==> config.mk <==
export PLATFORM = sky130hd
export DESIGN_NAME = fetch_fold_stage
export DESIGN_NICKNAME = d
export VERILOG_FILES = /design/src/rtl/arm_pkg.sv /design/src/rtl/branch_target_calc.sv /design/src/rtl/fetch_fold_stage.sv
export SDC_FILE = /design/constraint.sdc
export NUM_CORES = 1
export LEC_CHECK = 0
export BUFFER_PORTS_ARGS = -buffer_cell sky130_fd_sc_hd__buf_2
export CAP_MARGIN = 10
export CORE_ASPECT_RATIO = 1.1
export CORE_MARGIN = 2
export CORE_UTILIZATION = 30
export DETAILED_ROUTE_END_ITERATION = 8
export GPL_ROUTABILITY_DRIVEN = 0
export PLACE_DENSITY = 0.51
export SLEW_MARGIN = 0
export SYNTH_ARGS = -nofsm -noshare
export SYNTH_HDL_FRONTEND = slang
export SYNTH_HIERARCHICAL = 1
export SYNTH_SLANG_ARGS = --single-unit
==> constraint.sdc <==
create_clock -name clk -period 4 [get_ports clk]
set_input_delay 0.2 -clock clk [delete_from_list [all_inputs] [get_ports clk]]
set_output_delay 0.2 -clock clk [all_outputs]
set_load 0.005 [all_outputs]
==> src/rtl/arm_pkg.sv <==
// Shared ARM fetch definitions: condition/opcode field encodings and fetch FSM states.
package arm_pkg;

  localparam logic [3:0] COND_AL   = 4'hE;
  localparam logic [2:0] OP_BRANCH = 3'b101;

  typedef enum logic {
    IDLE = 1'b0,
    RUN  = 1'b1
  } fetch_state_t;

endpackage

==> src/rtl/branch_target_calc.sv <==
// Combinational B/BL target and sequential-address calculation (mod 2^32).
module branch_target_calc (
  input  logic [31:0] pc_i,
  input  logic [23:0] imm24_i,
  output logic [31:0] target_o,
  output logic [31:0] pcPlus4_o
);

  logic [31:0] offset;

  // Word offset: sign-extend imm24 then shift left by two.
  assign offset    = {{6{imm24_i[23]}}, imm24_i, 2'b00};
  assign target_o  = pc_i + 32'd8 + offset;
  assign pcPlus4_o = pc_i + 32'd4;

endmodule

==> src/rtl/fetch_fold_stage.sv <==
// Fetch stage: drives instruction memory, buffers one instruction toward decode and folds
// unconditional B/BL locally (BL also issues the R14 link write).
module fetch_fold_stage
  import arm_pkg::*;
#(
  parameter logic [31:0] RESET_PC = 32'h0000_0000,
  parameter int unsigned CNT_W    = 16
) (
  input  logic             clk,
  input  logic             reset,
  output logic [31:0]      imem_addr,
  input  logic [31:0]      imem_rd,
  output logic             out_valid,
  input  logic             out_ready,
  output logic [31:0]      out_instr,
  output logic [31:0]      out_pc,
  input  logic             redirect_valid,
  input  logic [31:0]      redirect_pc,
  output logic             link_we,
  output logic [31:0]      link_data,
  output logic [CNT_W-1:0] fold_count
);

  fetch_state_t     state_q, state_d;
  logic [31:0]      pcF_q, pcF_d;
  logic             outValid_q, outValid_d;
  logic [31:0]      outInstr_q, outInstr_d;
  logic [31:0]      outPc_q, outPc_d;
  logic             linkWe_q, linkWe_d;
  logic [31:0]      linkData_q, linkData_d;
  logic [CNT_W-1:0] foldCount_q, foldCount_d;

  logic        accept;
  logic        isFold;
  logic        isBl;
  logic [31:0] target;
  logic [31:0] pcPlus4;

  branch_target_calc u_target (
    .pc_i      (pcF_q),
    .imm24_i   (imem_rd[23:0]),
    .target_o  (target),
    .pcPlus4_o (pcPlus4)
  );

  assign accept = !outValid_q || out_ready;
  assign isFold = (imem_rd[31:28] == COND_AL) && (imem_rd[27:25] == OP_BRANCH);
  assign isBl   = isFold && imem_rd[24];

  always_comb begin
    state_d     = state_q;
    pcF_d       = pcF_q;
    outValid_d  = outValid_q;
    outInstr_d  = outInstr_q;
    outPc_d     = outPc_q;
    linkWe_d    = 1'b0;
    linkData_d  = linkData_q;
    foldCount_d = foldCount_q;

    unique case (state_q)
      IDLE: state_d = RUN;
      RUN: begin
        if (redirect_valid) begin
          // Execute redirect wins over everything, including a held slot.
          pcF_d      = {redirect_pc[31:2], 2'b00};
          outValid_d = 1'b0;
        end else if (!accept) begin
          // Stall: hold everything.
        end else if (isFold) begin
          pcF_d      = target;
          outValid_d = 1'b0;
          if (foldCount_q != '1) begin
            foldCount_d = foldCount_q + CNT_W'(1);
          end
          if (isBl) begin
            linkWe_d   = 1'b1;
            linkData_d = pcPlus4;
          end
        end else begin
          outInstr_d = imem_rd;
          outPc_d    = pcF_q;
          outValid_d = 1'b1;
          pcF_d      = pcPlus4;
        end
      end
      default: state_d = IDLE;
    endcase
  end

  always_ff @(posedge clk or negedge reset) begin
    if (!reset) begin
      state_q     <= IDLE;
      pcF_q       <= RESET_PC;
      outValid_q  <= 1'b0;
      outInstr_q  <= 32'h0;
      outPc_q     <= 32'h0;
      linkWe_q    <= 1'b0;
      linkData_q  <= 32'h0;
      foldCount_q <= '0;
    end else begin
      state_q     <= state_d;
      pcF_q       <= pcF_d;
      outValid_q  <= outValid_d;
      outInstr_q  <= outInstr_d;
      outPc_q     <= outPc_d;
      linkWe_q    <= linkWe_d;
      linkData_q  <= linkData_d;
      foldCount_q <= foldCount_d;
    end
  end

  assign imem_addr  = pcF_q;
  assign out_valid  = outValid_q;
  assign out_instr  = outInstr_q;
  assign out_pc     = outPc_q;
  assign link_we    = linkWe_q;
  assign link_data  = linkData_q;
  assign fold_count = foldCount_q;

endmodule

-- Word level (Yosys, flattened, before mapping)
Cells that the tools add are included.
- output and inout bits: 146
- register bits after elaboration: 147
- input port bits: 68
- reductions and logical operators: 9
- mux-type cells: 11
- equal/unequal tests: 3
- bitwise operators: 2
- add/subtract/negate cells: 4
- operator list (cell ; count):
    $mux 32 ; 3
    $add 32x3->32 const B ; 1
    $add 32x32->32 ; 1
    $add 32x4->32 const B ; 1
    $add 16x1->16 const B ; 1
    $ne 16x16->1 const B ; 1
    $reduce_and 5->1 ; 2
    $mux 1 ; 8
    $eq 4x4->1 const B ; 1
    $reduce_and 4->1 ; 1
    $eq 3x3->1 const B ; 1
    $logic_and 1x1->1 ; 2
    $not 1->1 ; 2
    $reduce_and 2->1 ; 1
    $reduce_bool 2->1 ; 1
    $logic_not 1->1 ; 1
    $logic_or 1x1->1 ; 1

-- Longest topological paths before layout
Gate-level depths: netlist of run 1.
- depth in word-level cells: 8
- depth in mapped cells: 15

-- By module
Netlist of run 1, hierarchy kept.
- by module, submodules not included (module ; cells each ; area an instance (sq um) ; seq. area each (sq um) ; times used):
    fetch_fold_stage ; 506 ; 6513.7 ; 3678.5 ; 1
    branch_target_calc ; 344 ; 2626.3 ; 0.0 ; 1

-- Worst setup path after synthesis of run 1
OpenSTA, ideal clock, no wires.
- path kind: register to register
- from: register pcF_q[3], in the netlist imem_addr[3]
- to: register pcF_q[27], in the netlist imem_addr[27]
- slack: 1.023 ns
- arrival time: 2.842 ns
- clock period less this slack: 2.977 ns
- stages on the path, launching flop included: 16
- path through: dfrtp_1 -> inv_1 -> ha_1 -> inv_1 -> ha_1 -> inv_1 -> fa_1 -> nand2b_1 -> a21oi_2 -> o41ai_4 -> o311ai_2 -> a311oi_1 -> xnor2_1 -> a31o_2 -> a21oi_1 -> o31ai_1
- word-level cells in the longest chain between the ends: 5
- elaborated cells between the ends (all ways): 6
- those cells by class: add/sub: 3; mux: 3
- RTL lines (what ; line ; RTL):
    start: declaration ; fetch_fold_stage.sv:25 ; logic [31:0] pcF_q, pcF_d;
    start signal: assignment ; fetch_fold_stage.sv:102 ; pcF_q <= pcF_d;
    $add 32x4->32 ; branch_target_calc.sv:13 ; assign target_o = pc_i + 32'd8 + offset;
    $add 32x32->32 ; branch_target_calc.sv:13 ;
    named net target[27] ; fetch_fold_stage.sv:36 ; logic [31:0] target;
    $mux 32 ; fetch_fold_stage.sv:69 ; end else if (isFold) begin
    $mux 32 ; fetch_fold_stage.sv:67 ; end else if (!accept) begin
    $mux 32 ; fetch_fold_stage.sv:63 ; if (redirect_valid) begin
The timed path passes the listed nets, and every way through them passes these cells. The select of a mux whose other input is x is not followed.
A chain may end at the register's enable or synchronous reset.

-- Worst setup path in the final report of run 1
- from: register pcF_q[3], in the netlist imem_addr[3]
- to: register pcF_q[29], in the netlist imem_addr[29]
The elaborated chain is that of the path after synthesis.

==> results of run 1 <==
metrics by stage:
stage | worst slack [ns] | total power (W) | utilization [%]
3_5_place_dp | 0.553 | 0.00340 | 34.9
2_1_floorplan | 1.02 | 0.00287 | -
4_1_cts | 0.531 | 0.00509 | 37.1
6_report | 0.556 | 0.00501 | 37.1
3_3_place_gp | 0.558 | 0.00339 | 34.9
5_1_grt | 0.222 | 0.00535 | 37.1
state kept, by name, indices dropped and copies added, names as in the netlist:
| name | flops |
|---|---|
| link_data | 32 |
| out_instr | 32 |
| fold_count | 16 |
| imem_addr | 32 |
| state_q | 1 |
| out_valid | 1 |
| out_pc | 32 |
| link_we | 1 |
placed cells by master (no fill, tap or decap), drive strengths merged, types with 3 or more instances in the layout:
cell	instances
nand4	21
o21ai	13
clkbuf	22
nand3	22
o31ai	31
inv	16
nand2b	8
a21o	12
clkinv	5
nor2b	34
dlygate4sd3	10
a31o	25
mux2	97
xnor2	53
and3	11
buf	224
a221o	4
nor4	4
and4	6
dfrtp	147
a31oi	8
ha	59
a21oi	59
nand2	70
a41o	6
a211oi	4
and3b	3
xor2	15
nor3	4
o211ai	7
nor2	28
layer usage:
layer	vias to the layer above	track usage, %	wire length (um)
met2	170	27.0	12200
met1	3610	21.9	12000
met5	-	0	12
li1	3522	-	-
met3	28	3.53	1090
met4	2	4.77	393
where the power goes:
group | leakage, nW | switching, W | internal [W]
Sequential | 1.87 | 0.000182 | 0.00170
Clock | 0.288 | 0.000658 | 0.000978
Combinational | 3.33 | 0.000791 | 0.000705
Total | 5.49 | 0.00163 | 0.00338
critical path: cells and delay by family (launching register included):
family | cells | cell delay, ns
AO/OA/AOI/OAI | 6 | 1.19
adder cells (fa/ha/maj) | 3 | 0.86
AND/OR/NAND/NOR | 3 | 0.69
flip-flops | 1 | 0.44
buffers and inverters | 3 | 0.20
how the worst max path moves through the flow:
stage / slack (ns) / from / cells after the start / to
final: 0.56 / imem_addr[3] / 15 / imem_addr[29]
after global routing: 0.22 / imem_addr[3] / 15 / imem_addr[27]
after CTS: 0.53 / imem_addr[3] / 15 / imem_addr[27]
after detailed placement: 0.55 / imem_addr[3] / 15 / imem_addr[27]
after global placement: 0.56 / imem_addr[3] / 15 / imem_addr[29]
after floorplan: 1.02 / imem_addr[3] / 15 / imem_addr[27]
repair_timing:
item | in CTS | in global routing
buffers inserted | 0 | 0
hold endpoints to repair | 98 | 0
hold buffers | 10 | 0
resized for setup | 0 | 0
layout make-up:
class / count / area (um^2) / area share, %
multi-input combinational: 637 / 5130 / 45.7
inverter: 16 / 60.1 / 0.534
antenna: 1 / 2.50 / 0.0223
tap: 414 / 518 / 4.61
clock inverter: 9 / 104 / 0.924
sequential: 147 / 3680 / 32.7
clock buffer: 22 / 484 / 4.31
timing repair buffer: 234 / 1260 / 11.2
logic make-up (layout without fill, tap and decap cells):
| logic type | after synthesis | after routing | synth area share [%] |
|---|---|---|---|
| and+or+nand+nor | 222 | 222 | 13.1 |
| other | 1 | 2 | 0.0410 |
| AOI/OAI and AO/OA | 187 | 187 | 14.6 |
| muxes | 99 | 99 | 13.4 |
| xor gates and xnor gates | 68 | 68 | 6.52 |
| adders and majority gates | 60 | 60 | 8.30 |
| DFF | 147 | 147 | 40.2 |
| buffers and inverters | 66 | 281 | 3.79 |
==> impl_metrics.toml, run 1 <==
[setup_path]
reg2reg_slack_ns = 0.56
worstSetupStartpointType = "flip-flop"
timing.rr.end = "imem_addr[29]"
crit_chain = "inv_1 -> ha_1 -> inv_1 -> ha_1 -> inv_1 -> fa_1 -> nand2b_1 -> a21oi_2 -> o31a_1 -> a41oi_1 -> and4b_1 -> nor3_1 -> a31o_2 -> a21oi_1 -> o31ai_1"
worstReg2RegStart = "imem_addr[3]"
cp.arrival_ns = 3.79
cpMostUsedCell = "inv_1"
worst-setup-path-type = "flip-flop to flip-flop"
cp_slowest_cell = "dfrtp_1"
required_ns = 4.34
rr_worst_depth = 15
worst-path-max-fanout = 7
endpoint_kind = "flip-flop"
cpPeakStageDelay_ns = 0.44

[floorplanning]
core_area_mm2 = 0.0303
num_rows = 67
die_x_um = 170
dieArea_mm2 = 0.0319
initial_core_util_pct = 30.2
die_h_um = 187
boundaryPins = 214

[route]
antenna_left = 0
vias = 7332
drt_pass1_iterations = 4
vias_per_cell = 4.95
drt_iter0_drc = 318
wire_per_inst_um = 17.4
routed_wl_um = 25700
drc = 0

[synthesis]
async_flop_share_pct = 100
synth_area_leaders = "dfrtp_1, ha_1, mux2_1, xnor2_1, mux2_4"
synth_cells = 850
yosysWarnings = 6
yosysTopAreaCell = "dfrtp_1"
ys.flop_type = "dfrtp_1"
synth_edf_count = 0
syn-num-nets = 978
synth_seq_area_share_pct = 40.2
synth_area_mm2 = 0.00914
yosysTopAreaCellShare_pct = 40.2
ys_types = 66
post-synth-top-count-cell = "dfrtp_1"
ys_seq_elements = 147
synth.avg_cell_area_um2 = 10.8
synth_commonest_cells = "dfrtp_1, nand2_1, ha_1, a21oi_1, xnor2_1"

[global_route]
overflow = 0
antenna_found_initial = 2
track_usage_pct = 16.5
grt_pass1_vias = 7316
grt_pass1_wl_um = 40800
grt_max_degree = 92

[clocking]
cts_tree = "built"
numClockSinks = 147
clk_pin_slew_ns = 0.06
clk_path_buf_depth = 2
cts-root-buf = "clkbuf_16"
worstSkewPairLatency_ns = 0.43
htree_levels = 4
cts_buffers = 17

[status]
status = "complete, no violations"

[finish]
syn_to_final_growth_pct = 23.0
drive_above_1_share_pct = 32.8
fin_nets = 1181
fillers = 3054
design_area_mm2 = 0.0112
final_cells = 1480

[timing]
worst_pin_slew_ns = 0.959
max_freq_mhz = 290
rsz0062_at_grt = "false"
fin_skew_ns = 0.00871
max-slew-margin-rel_pct = 36.1
fin_tns_setup_ns = 0
drv_slew = 0
hold_ws_ns = 0.0144
min_period_ns = 3.44
hold_viol = 0
timing.final.crit_share_pct = 86.1
setup_viol = 0

[placed_design]
portBuffers = 211
dp_cells = 1438
dpl.hpwl_um = 18400
place_area_mm2 = 0.0106

[job]
max_cap_violations = 0

[worst_hold_path]
worstHoldStart = "imem_rd[18]"
min_to = "out_instr[18]"
whs_path_depth = 2
min_path_type = "primary input to flip-flop"

[power]
p_leak_nw = 5.49
powerDensity_mw_per_mm2 = 446
vdd_ir_drop_max_mv = 0.218
No activity file was read; power rests on OpenSTA's default activity.
==> run 2: changes to the inputs <==
CORE_ASPECT_RATIO = not set   (was 1.1)
TNS_END_PERCENT = 100   (was not set)
==> run 2 against run 1 <==
Compared with the run above:
- global-route usage is 0.34 points higher
- final cell count is 1.0% lower
- count of clock-buffer cells in the layout fell by 3
- clock skew is 0.0024 ns higher
- critical path type unchanged
==> impl_metrics.toml, run 2 (synthesis gave the netlist of run 1 again) <==
[status]
status = "complete, no violations"

[timing]
fin_tns_setup_ns = 0
drv_slew = 0
fin_skew_ns = 0.0111
min_period_ns = 3.50
max-slew-margin-rel_pct = 34.5
max_freq_mhz = 286
timing.final.crit_share_pct = 87.4
rsz0062_at_grt = "false"
setup_viol = 0
hold_viol = 0
worst_pin_slew_ns = 0.982

[global_route]
antenna_found_initial = 1
grt_max_degree = 94
overflow = 0
grt_pass1_wl_um = 41300
grt.busiest_layer = "met2"
track_usage_pct = 16.8
met3_usage_pct = 4.22
met2_usage_pct = 26.5
gr-usage-met1_pct = 23.1
grt_pass1_vias = 7317

[setup_path]
timing.rr.end = "imem_addr[29]"
worst-setup-path-type = "flip-flop to flip-flop"
cpMostUsedCell = "inv_1"
rr_worst_depth = 15
reg2reg_slack_ns = 0.50
worstReg2RegStart = "imem_addr[3]"
worst-path-max-fanout = 7
required_ns = 4.34
cp.arrival_ns = 3.84
cpPeakStageDelay_ns = 0.44
worstSetupStartpointType = "flip-flop"
startpoint = "imem_addr[3]"
cp_slowest_cell = "dfrtp_1"
endpoint_kind = "flip-flop"
cp-endpoint = "imem_addr[29]"
crit_chain = "inv_1 -> ha_1 -> inv_1 -> ha_1 -> inv_1 -> fa_1 -> nand2b_1 -> a21oi_2 -> o31a_1 -> a41oi_1 -> and4b_1 -> nor3_1 -> a31o_2 -> a21oi_1 -> o31ai_1"

[route]
wire_per_inst_um = 17.9
drt_pass1_iterations = 5
vias = 7288
drt_iter0_drc = 419
drc = 0
antenna_left = 0
vias_per_cell = 4.97
routed_wl_um = 26300

[clocking]
clk_path_buf_depth = 2
cts_post_setup_buffers_inserted = 0
numClockSinks = 147
cts_buffers = 17
cts_tree = "built"
htree_levels = 4
worstSkewPairLatency_ns = 0.44
cts-root-buf = "clkbuf_16"
clk_pin_slew_ns = 0.06

[floorplanning]
num_rows = 63
dieArea_mm2 = 0.0319
die_x_um = 179
die_h_um = 179
boundaryPins = 214
initial_core_util_pct = 30.7
core_area_mm2 = 0.0298

[power]
vdd_ir_drop_max_mv = 0.255
powerDensity_mw_per_mm2 = 457
total_power_w = 0.00521
p_leak_nw = 5.56

[finish]
syn_to_final_growth_pct = 24.6
final_cell_mix = "buf_2, dfrtp_1, nand2_1"
final_common_cell = "buf_2"
drive_above_1_share_pct = 32.2
antenna_cells = 0
fin_nets = 1191

[job]
max_cap_violations = 0

[placed_design]
portBuffers = 211
dpl.hpwl_um = 18500

[worst_hold_path]
min_path_type = "primary input to flip-flop"
run 2: critical path: cells and delay by family, from the launching register on:
family                     cells  cell delay (ns)
adders and majority gates      3             0.89
DFF                            1             0.44
buffers and inverters          3             0.20
and+or+nand+nor                3             0.71
AOI/OAI and AO/OA              6             1.18
run 2: report_power, final:
group	total, W	leakage [nW]	switching [W]	internal, W
Combinational	0.00151	3.38	0.000802	0.000712
Sequential	0.00189	1.87	0.000191	0.00170
Clock	0.00181	0.318	0.000681	0.00112
run 2: layout make-up:
| type | instances | area (um^2) |
|---|---|---|
| Timing Repair Buffer | 244 | 1380 |
| Clock inverter | 12 | 204 |
| Inverter | 16 | 60.1 |
| Clock buffer | 19 | 443 |
| Sequential cell | 147 | 3680 |
| Fill cell | 3001 | 18400 |
| Multi-Input combinational cell | 637 | 5130 |
| Tap cell | 390 | 488 |
run 2: how the worst min path moves through the flow:
| stage | from | endpoint | slack (ns) | cells after the start |
|---|---|---|---|---|
| floorplan | reset | fold_count[0] | -0.1 | 0 |
| global placement | reset | out_pc[7] | 0.36 | 1 |
| detailed placement | reset | out_pc[7] | 0.36 | 1 |
| CTS | imem_rd[16] | out_instr[16] | 0.0001 | 2 |
| global route | imem_rd[16] | out_instr[16] | 0.006 | 2 |
| finish | imem_rd[16] | out_instr[16] | 0.02 | 2 |
run 2: per-stage QoR:
step	area, um^2	utilization (%)	setup slack, ns	std cells	hold slack, ns
3_5_place_dp	10500	35.3	0.561	1411	0.361
3_3_place_gp	10500	35.3	0.593	1411	0.362
2_1_floorplan	9140	-	1.02	850	-0.0956
5_1_grt	11400	38.2	0.299	1465	0.00595
4_1_cts	11400	38.2	0.528	1465	0.000132
6_report	11400	38.2	0.503	1465	0.0173
run 2: what timing repair did:
item                                    4_1_cts  5_1_grt
endpoints found under the setup margin        0        0
hold buffers                                 23        0
gates resized for setup                       0        0
hold endpoints to repair                    114        0
run 2: layer usage:
metal / routed length (um) / vias up / part of all wire [%]
met5: 7 / - / 0.027
met2: 12000 / 176 / 46
met3: 1430 / 13 / 5.5
li1: - / 3548 / -
met1: 12500 / 3549 / 48
met4: 253 / 2 / 0.96
